File: src/rtl/seq_multiplier.sv
// seq_multiplier: sequential shift-add multiplier, one partial product per clock.
// A multiply takes exactly WIDTH clocks in CALC. The product lands in p together
// with a one-cycle done pulse. A start seen in DONE begins the next multiply
// straight away, with no IDLE cycle in between.
//
// Optional build macro: SIGNED_MULT_EN
//   defined   -> a and b are two's complement. The operand magnitudes are
//                multiplied, and the result is negated when the signs differ.
//   undefined -> a and b are unsigned and no sign logic is built.
//
// Ports:
//   clk    in   1        rising-edge clock
//   rst    in   1        synchronous active-high reset
//   start  in   1        begin a multiply; ignored while busy
//   a      in   WIDTH    multiplicand, captured on acceptance
//   b      in   WIDTH    multiplier, captured on acceptance
//   busy   out  1        high while in CALC
//   done   out  1        one-cycle pulse when p takes a new result
//   p      out  2*WIDTH  last product, held until the next one completes
module seq_multiplier #(
  parameter int unsigned WIDTH = 8
) (
  input  logic               clk,
  input  logic               rst,
  input  logic               start,
  input  logic [WIDTH-1:0]   a,
  input  logic [WIDTH-1:0]   b,
  output logic               busy,
  output logic               done,
  output logic [2*WIDTH-1:0] p
);

  localparam int unsigned PW    = 2 * WIDTH;
  localparam int unsigned CNT_W = $clog2(WIDTH + 1);
  localparam logic [CNT_W-1:0] LAST_ITER = CNT_W'(WIDTH - 1);

  typedef enum logic [1:0] {
    S_IDLE = 2'd0,
    S_CALC = 2'd1,
    S_DONE = 2'd2
  } state_e;

  state_e           state_q;
  logic [PW-1:0]    acc_q;
  logic [PW-1:0]    mcand_q;
  logic [WIDTH-1:0] mplier_q;
  logic [CNT_W-1:0] cnt_q;

  logic [WIDTH-1:0] a_op_d;
  logic [WIDTH-1:0] b_op_d;
  logic [PW-1:0]    acc_d;
  logic [PW-1:0]    p_d;

`ifdef SIGNED_MULT_EN
  logic neg_q;
  logic neg_d;

  // Operand magnitudes. -2^(W-1) maps to 2^(W-1), which still fits in W unsigned bits.
  always_comb begin
    a_op_d = a[WIDTH-1] ? WIDTH'(~a + WIDTH'(1)) : a;
    b_op_d = b[WIDTH-1] ? WIDTH'(~b + WIDTH'(1)) : b;
    neg_d  = a[WIDTH-1] ^ b[WIDTH-1];
  end
`else
  always_comb begin
    a_op_d = a;
    b_op_d = b;
  end
`endif

  // One shift-add step, plus sign correction of the final sum.
  always_comb begin
    acc_d = acc_q + (mplier_q[0] ? mcand_q : '0);
`ifdef SIGNED_MULT_EN
    p_d   = neg_q ? PW'(~acc_d + PW'(1)) : acc_d;
`else
    p_d   = acc_d;
`endif
  end

  // Control FSM and datapath registers.
  always_ff @(posedge clk) begin
    if (rst) begin
      state_q  <= S_IDLE;
      busy     <= 1'b0;
      done     <= 1'b0;
      p        <= '0;
      acc_q    <= '0;
      mcand_q  <= '0;
      mplier_q <= '0;
      cnt_q    <= '0;
`ifdef SIGNED_MULT_EN
      neg_q    <= 1'b0;
`endif
    end else begin
      done <= 1'b0;
      case (state_q)
        S_IDLE, S_DONE: begin
          if (start) begin
            acc_q    <= '0;
            mcand_q  <= PW'(a_op_d);
            mplier_q <= b_op_d;
            cnt_q    <= '0;
`ifdef SIGNED_MULT_EN
            neg_q    <= neg_d;
`endif
            busy     <= 1'b1;
            state_q  <= S_CALC;
          end else begin
            state_q  <= S_IDLE;
          end
        end
        S_CALC: begin
          acc_q    <= acc_d;
          mcand_q  <= mcand_q << 1;
          mplier_q <= mplier_q >> 1;
          cnt_q    <= cnt_q + CNT_W'(1);
          if (cnt_q == LAST_ITER) begin
            p       <= p_d;
            done    <= 1'b1;
            busy    <= 1'b0;
            state_q <= S_DONE;
          end
        end
        default: begin
          busy    <= 1'b0;
          state_q <= S_IDLE;
        end
      endcase
    end
  end

endmodule

File: config.mk
export PLATFORM = sky130hd
export DESIGN_NAME = seq_multiplier
export DESIGN_NICKNAME = d
export VERILOG_FILES = /design/src/rtl/seq_multiplier.sv
export SDC_FILE = /design/constraint.sdc
export NUM_CORES = 1
export LEC_CHECK = 0
export BUFFER_PORTS_ARGS = -buffer_cell sky130_fd_sc_hd__clkbuf_2
export CORE_MARGIN = 2
export CORE_UTILIZATION = 57
export DETAILED_ROUTE_END_ITERATION = 12
export GPL_TIMING_DRIVEN = 0
export HOLD_SLACK_MARGIN = 0.02
export PLACE_DENSITY = 0.78
export SKIP_CTS_REPAIR_TIMING = 1
export SYNTH_ARGS = -nofsm -noshare
export SYNTH_HDL_FRONTEND = slang
export SYNTH_SLANG_ARGS = --single-unit
export TNS_END_PERCENT = 5
File: constraint.sdc
create_clock -name clk -period 4.4 [get_ports clk]
set_input_delay 0.66 -clock clk [delete_from_list [all_inputs] [get_ports clk]]
set_output_delay 0.66 -clock clk [all_outputs]
set_load 0.03 [all_outputs]
==> metrics.md, run 1 <==
| Metric | Value |
|---|---|
| Area of the die | 5940 sq um |
| DRC | 0 |
| Area grow syn2layout | 15.9% |
| Max-cap violations | 0 |
| Dpl hpwl | 5.24 mm |
| Final core utilization | 68.6% |
| Sequential fraction of the synthesis area | 42.1% |
| # diodes | 0 |
| Max Freq | 0.339 GHz |
| Cell variety after synth | 39 |
| Number of synthesized register bits | 64 |
| Crit path DAT | 3170 ps |
| Core box area | 5140 sq um |
| Worst min path class | reg -> reg |
| CTS Buf Count | 9 |
| Global route overflow | 0 |
| Non-Filler Instances | 482 |
| First-pass GRT wire length | 11.8 mm |
| Final hold viol count | 0 |
| Crit path launch type | flop |
| Switch share | 24.2% |
| GP Congestion | 0.912 |
| Skew-Pair Late Insertion Delay | 360 ps |
| Worst Max-Slew Pin Slew | 1130 ps |
| Cell Int Power | 0.000951 W |
| Mapped Area | 3040 sq um |
| Syn Inst Count | 361 |
| Combinational fraction of design power | 6.9% |
| Setup tns final | 0 ps |
| Max_slew headroom | 24.0% |
| Fin crit period | 2950 ps |
| Final setup vio count | 0 |
| Crit Path Class | reg -> reg |
| Dpl cells | 466 |
| Synth Warn # | 0 |
| Initial Util | 59.2% |
| Post-detailed-route count of antenna-violating nets | 0 |
| IR Drop Worst-Case VDD | 0.303 mV |
| Clock buffer depth | 2 |
| FP Rows | 26 |
| Share of power burned in registers | 48.0% |
| Worst-path clk slew | 70 ps |
| Finished Cell Area | 3520 sq um |
| Die Y | 77.1 um |
| Worst EP required | 4620 ps |
| Drt via density | 5.83 |
| Final WL | 7.19 mm |
| RSZ-0062 raised after global routing | no |
| Layout cell share with drive strength beyond 1 | 12.9% |
| Filler cell count | 439 |
| Via Count | 2,811 |
| Post-synthesis net count | 397 |
| Xor-xnor portion of the synthesized cell area | 3.46% |
| Layout Nets | 443 |
| Pleak | 1.49 nW |
| CTS tree | built |
| Clock sinks | 64 |
| Compound-cell area share of the yosys netlist | 24.7% |
| Antenna violations before repair | 0 |
| Initial DRC count | 257 |
| Commonest non-fill, non-tap cell in the layout | dfxtp_1 |
| Number of global-route vias before repair | 2,592 |
| Largest family of logic cells by synthesized area | compound AO/OA/AOI/OAI gates |
| Clock Skew | 8.93 ps |
| Pwr dens | 356 nW/um^2 |
| Placed cell area | 3300 sq um |
| Worst hold margin | 453 ps |
| Crit-path max FO | 10 |
| Clk root buf | clkbuf_8 |
| Average wire per standard cell | 14.9 um |
| Tcrit/Tclk final | 67.0% |
| # port buffers | 35 |
| Gr usage total | 25.4% |
| Final Max Tran Viols | 0 |
| Psw | 0.000304 W |
| Critical Path End Type | flop |
| Synthesized-area fraction occupied by adder cells | 7.24% |
| Multiplexer share of the synthesized area | 0.329% |
| Largest net degree at the start of global routing | 12 |
| Clk pwr share | 45.1% |
| Drt first pass iters | 6 |
| H-tree levels | 3 |
| Leading cell types in the layout, fill and taps excluded | dfxtp_1, nor2_1, nand2_1, a21oi_1, clkbuf_2 |
| Simple-Gate Fraction of Synth Area | 19.2% |
| Status | finished, final reports clean |
| Syn avg cell area | 8.43 sq um |
| Io pins | 37 |
| Die width | 77.1 um |
-- flip-flops by register name, indices dropped and copies added (netlist names) --
register,cells
acc_q,16
busy,1
cnt_q,4
done,1
mcand_q,16
mplier_q,8
p,16
state_q,2
-- worst max-delay path: stages (launching register included) --
cell,delay [ps]
dfxtp_1,450
clkbuf_1,300
and2_1,210
ha_1,300
a2111o_1,420
a31oi_1,150
nor3_1,90
a41o_1,310
o31ai_1,260
xor2_1,220
a211oi_1,100
-- kinds of logic after synthesis --
logic type               after synthesis
AO/OA/AOI/OAI                        115
XOR/XNOR                              12
adder cells (fa/ha/maj)               17
buffers and inverters                 24
flip-flops                            64
multiplexers                           1
AND/OR/NAND/NOR                      128
-- Yosys cell counts (all sizes together) --
| cell type | number | area, sq um |
|---|---|---|
| o21bai | 1 | 7.51 |
| o21ai | 13 | 65.1 |
| a22o | 5 | 43.8 |
| inv | 4 | 15.0 |
| o41ai | 1 | 8.76 |
| a211oi | 5 | 42.5 |
| and2 | 16 | 100 |
| xnor2 | 7 | 61.3 |
| a311oi | 1 | 15.0 |
| nand4b | 1 | 8.76 |
| a41o | 1 | 10.0 |
| o21a | 1 | 7.51 |
| o211ai | 1 | 7.51 |
| a2111o | 1 | 11.3 |
| or4 | 1 | 7.51 |
| dfxtp | 64 | 1280 |
| fa | 1 | 20.0 |
| a31oi | 4 | 25.0 |
| buf | 1 | 3.75 |
| nor3 | 4 | 20.0 |
| nor2b | 3 | 18.8 |
| or3 | 1 | 6.26 |
| nor2 | 43 | 161 |
| clkbuf | 19 | 71.3 |
| xor2 | 5 | 43.8 |
| and3 | 3 | 18.8 |
| a22oi | 31 | 233 |
| o31ai | 1 | 7.51 |
| a32oi | 1 | 8.76 |
| nand2 | 42 | 158 |
| nand4 | 2 | 12.5 |
| nand3b | 3 | 22.5 |
| a21o | 7 | 52.6 |
| a21oi | 41 | 205 |
| nand3 | 5 | 25.0 |
| nand2b | 4 | 25.0 |
| ha | 16 | 200 |
| mux2i | 1 | 10.0 |
-- routing by layer --
layer	up-vias	track usage [%]	share of wire, %
li1	1383	-	-
met3	14	7.29	6.3
met1	1304	32.6	47
met4	0	12.0	2.1
met2	110	39.6	44
met5	-	0	0
-- layout make-up --
class,instances,area [sq um],area share [%]
clock buffer,10,138,3.90
sequential,64,1280,36.4
tap,70,87.6,2.48
buffer,20,75.1,2.13
timing repair buffer,35,175,4.97
clock inverter,6,82.6,2.34
inverter,4,15.0,0.426
multi-input combinational,273,1670,47.4
-- power by group through the flow --
stage	clock network, W	logic (W)	registers (W)
3_3_place_gp	0	0.0000845	0.000614
2_1_floorplan	0	0.0000559	0.000614
6_report	0.000566	0.0000867	0.000602
4_1_cts	0.000571	0.0000864	0.000602
5_1_grt	0.000597	0.0000969	0.000603
3_5_place_dp	0	0.0000863	0.000615
-- final timing paths --
path	cells after the start	startpoint	endpoint	slack (ps)
worst max-delay path	10	mplier_q[0]	p[12]	1450
worst min-delay path	2	p[4]	p[4]	450
worst max register to register	10	mplier_q[0]	p[12]	1450
worst min register to register	2	p[4]	p[4]	450
-- stage by stage --
step                setup slack (ps)  power (W)
floorplan                       1850   0.000670
global placement                1490   0.000699
detailed placement              1460   0.000701
CTS                             1460    0.00126
global route                    1210    0.00130
finish                          1450    0.00126
No activity file was read; power rests on OpenSTA's default activity.
==> run 2, diff against run 1 <==
Clock period 4.4 ns to 2.9 ns, I/O delays scaled along.
==> run 2 against run 1 <==
  * Cell count increased by 0.21%
  * Core utilization is 0.34 points higher
  * Power rose by 52%
  * Combinational power is 52% higher
  * Global-route usage unchanged
  * Via count decreased by 1.6%
  * Wire length is essentially flat
  * Clock-buffer cell count did not move
  * Sequential power is 52% higher
  * Clock power up 51%
==> metrics.md, run 2 (same netlist as run 1, synthesis figures left out) <==
| Metric | Value |
|---|---|
| Commonest non-fill, non-tap cell in the layout | dfxtp_1 |
| Fin crit period | 2770 ps |
| Total power | 0.00190 W |
| Clock Skew | 8.24 ps |
| Filler cell count | 439 |
| Antenna violations before repair | 0 |
| Crit-path max FO | 10 |
| Met2 Use GR | 39.6% |
| Leading cell types in the layout, fill and taps excluded | dfxtp_1, nor2_1, nand2_1, a21oi_1, clkbuf_2 |
| Crit Path Class | reg -> reg |
| Met3 usage | 7.29% |
| FP Rows | 26 |
| Final WL | 7.20 mm |
| Status | finished, final reports clean |
| Tcrit/Tclk final | 95.5% |
| Max_slew headroom | 21.4% |
| Final setup vio count | 0 |
| Worst EP required | 3180 ps |
| Skew-Pair Late Insertion Delay | 350 ps |
| Largest registers | acc_q (16), mcand_q (16), p (16) |
| DRC | 0 |
| IR Drop Worst-Case VDD | 0.460 mV |
| Via Count | 2,767 |
| Die Y | 77.1 um |
| GRT met1 Usage | 32.6% |
| Crit path from | mplier_q[0] |
| GP Congestion | 0.912 |
| Layout cell share with drive strength beyond 1 | 13.8% |
| Global route overflow | 0 |
| Critical Path End Type | flop |
| Pwr dens | 537 nW/um^2 |
| # port buffers | 35 |
| Pleak | 1.51 nW |
| Dpl hpwl | 5.24 mm |
| Crit path launch type | flop |
| Die width | 77.1 um |
| Core box area | 5140 sq um |
| Clock sinks | 64 |
| Clock buffer depth | 2 |
| Final core utilization | 68.9% |
| First-pass GRT wire length | 11.8 mm |
| Worst hold margin | 337 ps |
| Average wire per standard cell | 14.9 um |
| Worst Max-Slew Pin Slew | 1170 ps |
| Worst r2r src | mplier_q[0] |
| Post-detailed-route count of antenna-violating nets | 0 |
| Initial Util | 59.2% |
| Initial DRC count | 232 |
| Hold Crit Start | b[7] |
| Final hold viol count | 0 |
| Drt via density | 5.73 |
| H-tree levels | 3 |
| Area of the die | 5940 sq um |
| CTS tree | built |
| Largest net degree at the start of global routing | 12 |
| Gr usage total | 25.4% |
| Drt first pass iters | 5 |
| Max Freq | 0.361 GHz |
| Most used routing layer in global routing | met2 |
| # diodes | 0 |
| Worst-path clk slew | 70 ps |
| Area grow syn2layout | 16.5% |
| Io pins | 37 |
| Clk root buf | clkbuf_8 |
| Max-cap violations | 0 |
| Crit path DAT | 3050 ps |
| Layout Nets | 444 |
| Final Max Tran Viols | 0 |
| Number of global-route vias before repair | 2,592 |
| Setup tns final | 0 ps |
| CTS Buf Count | 9 |
| Worst min path class | in -> reg |
run 2: path summary, 6_finish.rpt:
check | to | slack, ps | cells past startpoint
min | mplier_q[7] | 340 | 3
max | p[14] | 130 | 11
min reg2reg | p[4] | 450 | 2
max reg2reg | p[14] | 130 | 11
run 2: cell type report:
cell class	instances	area [sq um]	share of cell area [%]
Multi-Input combinational cell	273	1680	47.4
Buffer	20	76.3	2.15
Clock buffer	10	138	3.89
Timing Repair Buffer	36	183	5.16
Inverter	4	15.0	0.424
Sequential cell	64	1280	36.2
Clock inverter	6	82.6	2.33
Tap cell	70	87.6	2.47
run 2: worst max-delay path, cell delays in order (launching register included):
cell      delay, ps
dfxtp_2         360
buf_2           170
and2_1          150
ha_1            210
fa_1            420
a21o_1          210
a31oi_1         170
nor3_1          100
a41o_1          240
a311oi_2        340
xnor2_2         110
a211oi_2        200
run 2: stage by stage:
| step | worst slack (ps) | cell area, sq um | std cells |
|---|---|---|---|
| finish | 131 | 3540 | 483 |
| global route | -16.1 | 3540 | 483 |
| detailed placement | -43.2 | 3300 | 466 |
| CTS | -40.9 | 3520 | 482 |
| floorplan | 346 | 3040 | 361 |
| global placement | -5.31 | 3300 | 466 |
run 2: routing by layer:
layer  wire length, um  vias to the layer above
li1                  -                     1386
met1              3420                     1290
met2              3230                       74
met3               391                       17
met4               164                        0
met5                 0                        -
run 2: where the power goes:
part	internal (W)	switching, W	total (W)	leakage (nW)
logic	0.0000420	0.0000901	0.000132	0.874
clock network	0.000502	0.000353	0.000856	0.112
registers	0.000899	0.0000146	0.000914	0.519
total	0.00144	0.000458	0.00190	1.51
==> run 3, diff against run 2 <==
Settings changed: CELL_PAD_IN_SITES_DETAIL_PLACEMENT set to 0, CELL_PAD_IN_SITES_GLOBAL_PLACEMENT set to 1, CORE_UTILIZATION 57 to 43, PLACE_DENSITY 0.78 to unset, PLACE_DENSITY_LB_ADDON set to 0.1.
==> run 3 against run 2 <==
  * Sequential share of layout area increased by 0.058 points
  * Die area increased by 31%
  * First-iteration DRC count decreased by 38%
  * Cell area about the same
  * Power decreased by 6.2%
  * Largest cell class unchanged
==> metrics.md, run 3 (same netlist as run 1, synthesis figures left out) <==
| Metric | Value |
|---|---|
| Status | finished, final reports clean |
| Die width | 88.1 um |
| # port buffers | 35 |
| Critical path buffers and inverters | 1 |
| GRT met1 Usage | 28.4% |
| Core box area | 6830 sq um |
| Global route overflow | 0 |
| Largest registers | acc_q (16), mcand_q (16), p (16) |
| Worst-case reg-to-reg path depth | 11 |
| Initial Util | 44.5% |
| Via Count | 2,636 |
| Final Max Tran Viols | 0 |
| DRC | 0 |
| Met2 Use GR | 29.5% |
| Finished Cell Area | 3540 sq um |
| H-tree levels | 3 |
| Placed cell area | 3340 sq um |
| Drt first pass iters | 4 |
| First-pass GRT wire length | 11.7 mm |
| Clk root buf | clkbuf_8 |
| R2R Setup Slk | 210 ps |
| Dpl hpwl | 5.57 mm |
| Initial DRC count | 145 |
| Fin crit period | 2690 ps |
| Commonest non-fill, non-tap cell in the layout | dfxtp_1 |
| Final WL | 7.29 mm |
| Dpl cells | 492 |
| Largest net degree at the start of global routing | 11 |
| Antenna violations before repair | 0 |
| Most used routing layer in global routing | met2 |
| Gr usage total | 19.8% |
| Final setup vio count | 0 |
| RR Endpoint | acc_q[14] |
| Tcrit/Tclk final | 92.8% |
| Layout Nets | 444 |
| Die Y | 88.1 um |
| Crit path launch type | flop |
| Critical path's slowest cell | dfxtp_4 |
| Layout cell share with drive strength beyond 1 | 13.6% |
| Post-detailed-route count of antenna-violating nets | 0 |
| Skew-Pair Late Insertion Delay | 330 ps |
| Final hold viol count | 0 |
| Worst min path class | in -> reg |
| CP max stage delay | 370 ps |
| Critical Path, Cell by Cell | buf_4 > and2_1 > ha_1 > fa_2 > a21o_1 > a31oi_1 > nor3_1 > a41o_1 > a311oi_2 > xnor2_1 > o21ai_0 |
| Number of global-route vias before repair | 2,360 |
| Crit Path Class | reg -> reg |
| Worst Max-Slew Pin Slew | 1050 ps |
| Max_slew headroom | 29.2% |
| Hold Path Sink | mplier_q[7] |
| Non-Filler Instances | 508 |
| Average wire per standard cell | 14.4 um |
| Leading cell types in the layout, fill and taps excluded | dfxtp_1, nor2_1, nand2_1, a21oi_1, clkbuf_2 |
| Hold Crit Start | b[7] |
| IR Drop Worst-Case VDD | 0.212 mV |
| Hold-critical path depth | 3 |
| Area of the die | 7760 sq um |
| Pwr dens | 503 nW/um^2 |
| Worst EP required | 3110 ps |
| Io pins | 37 |
| CTS tree | built |
| Pleak | 1.48 nW |
| Crit path DAT | 2900 ps |
| Met3 usage | 3.49% |
| Worst-path clk slew | 70 ps |
| GP Congestion | 0.870 |
| Critical Path End Type | flop |
| Final core utilization | 51.9% |
| Clock Skew | 7.39 ps |
| Worst r2r src | mplier_q[0] |
| Crit path max-delay family | compound AO/OA/AOI/OAI gates |
| # diodes | 0 |
| Crit-path max FO | 10 |
| FP Rows | 30 |
| Clock sinks | 64 |
| Drt via density | 5.19 |
| Clock buffer depth | 2 |
| Area grow syn2layout | 16.5% |
| CTS Buf Count | 9 |
| Max Freq | 0.372 GHz |
| Max-cap violations | 0 |
| RSZ-0062 raised after global routing | no |
-- run 3: cell count changes in the layout (fill, tap and decap cells not counted), sizes merged --
cell / previous run / this run
clkinvlp: 1 / 0
bufinv: 2 / 1
clkbuf: 63 / 64
-- run 3: how the worst max path moves through the flow --
| stage | startpoint | end | slack, ps | cells after the start |
|---|---|---|---|---|
| floorplan | mplier_q[0] | acc_q[14] | 350 | 11 |
| global placement | mplier_q[0] | acc_q[14] | -60 | 10 |
| detailed placement | mplier_q[0] | acc_q[14] | -90 | 10 |
| CTS | mplier_q[0] | acc_q[14] | -110 | 10 |
| global route | mplier_q[0] | acc_q[14] | 20 | 11 |
| finish | mplier_q[0] | acc_q[14] | 210 | 11 |
-- run 3: through the flow --
| stage | hold slack, ps | power [W] | TNS, ps | worst slack, ps |
|---|---|---|---|---|
| global route | 378 | 0.00187 | 0 | 15.9 |
| CTS | 340 | 0.00181 | -366 | -114 |
| finish | 355 | 0.00178 | 0 | 209 |
| detailed placement | 447 | 0.00107 | -301 | -86.6 |
| global placement | 442 | 0.00107 | -203 | -63.4 |
| floorplan | 432 | 0.00102 | 0 | 346 |
-- run 3: where the power goes --
group	switching [W]	internal, W	total (W)
Clock	0.000325	0.000412	0.000736
Sequential	0.0000144	0.000899	0.000914
Combinational	0.0000910	0.0000427	0.000134
-- run 3: final cells by class --
type	count	area, sq um
Clock inverter	4	45.0
Timing Repair Buffer	36	183
Multi-Input combinational cell	273	1680
Inverter	4	15.0
Fill cell	697	3290
Tap cell	96	120
Clock buffer	11	141
Buffer	20	78.8
Sequential cell	64	1280
-- run 3: worst min-delay path, delay by kind of cell --
kind	cells	cell delay, ps
AOI/OAI and AO/OA	1	70
buffers and inverters	1	80
and+or+nand+nor	1	70
-- run 3: routing by layer --
metal	part of all wire, %	up-vias
li1	-	1390
met1	51	1185
met2	43	54
met3	4.7	7
met4	1.3	0
met5	0	-
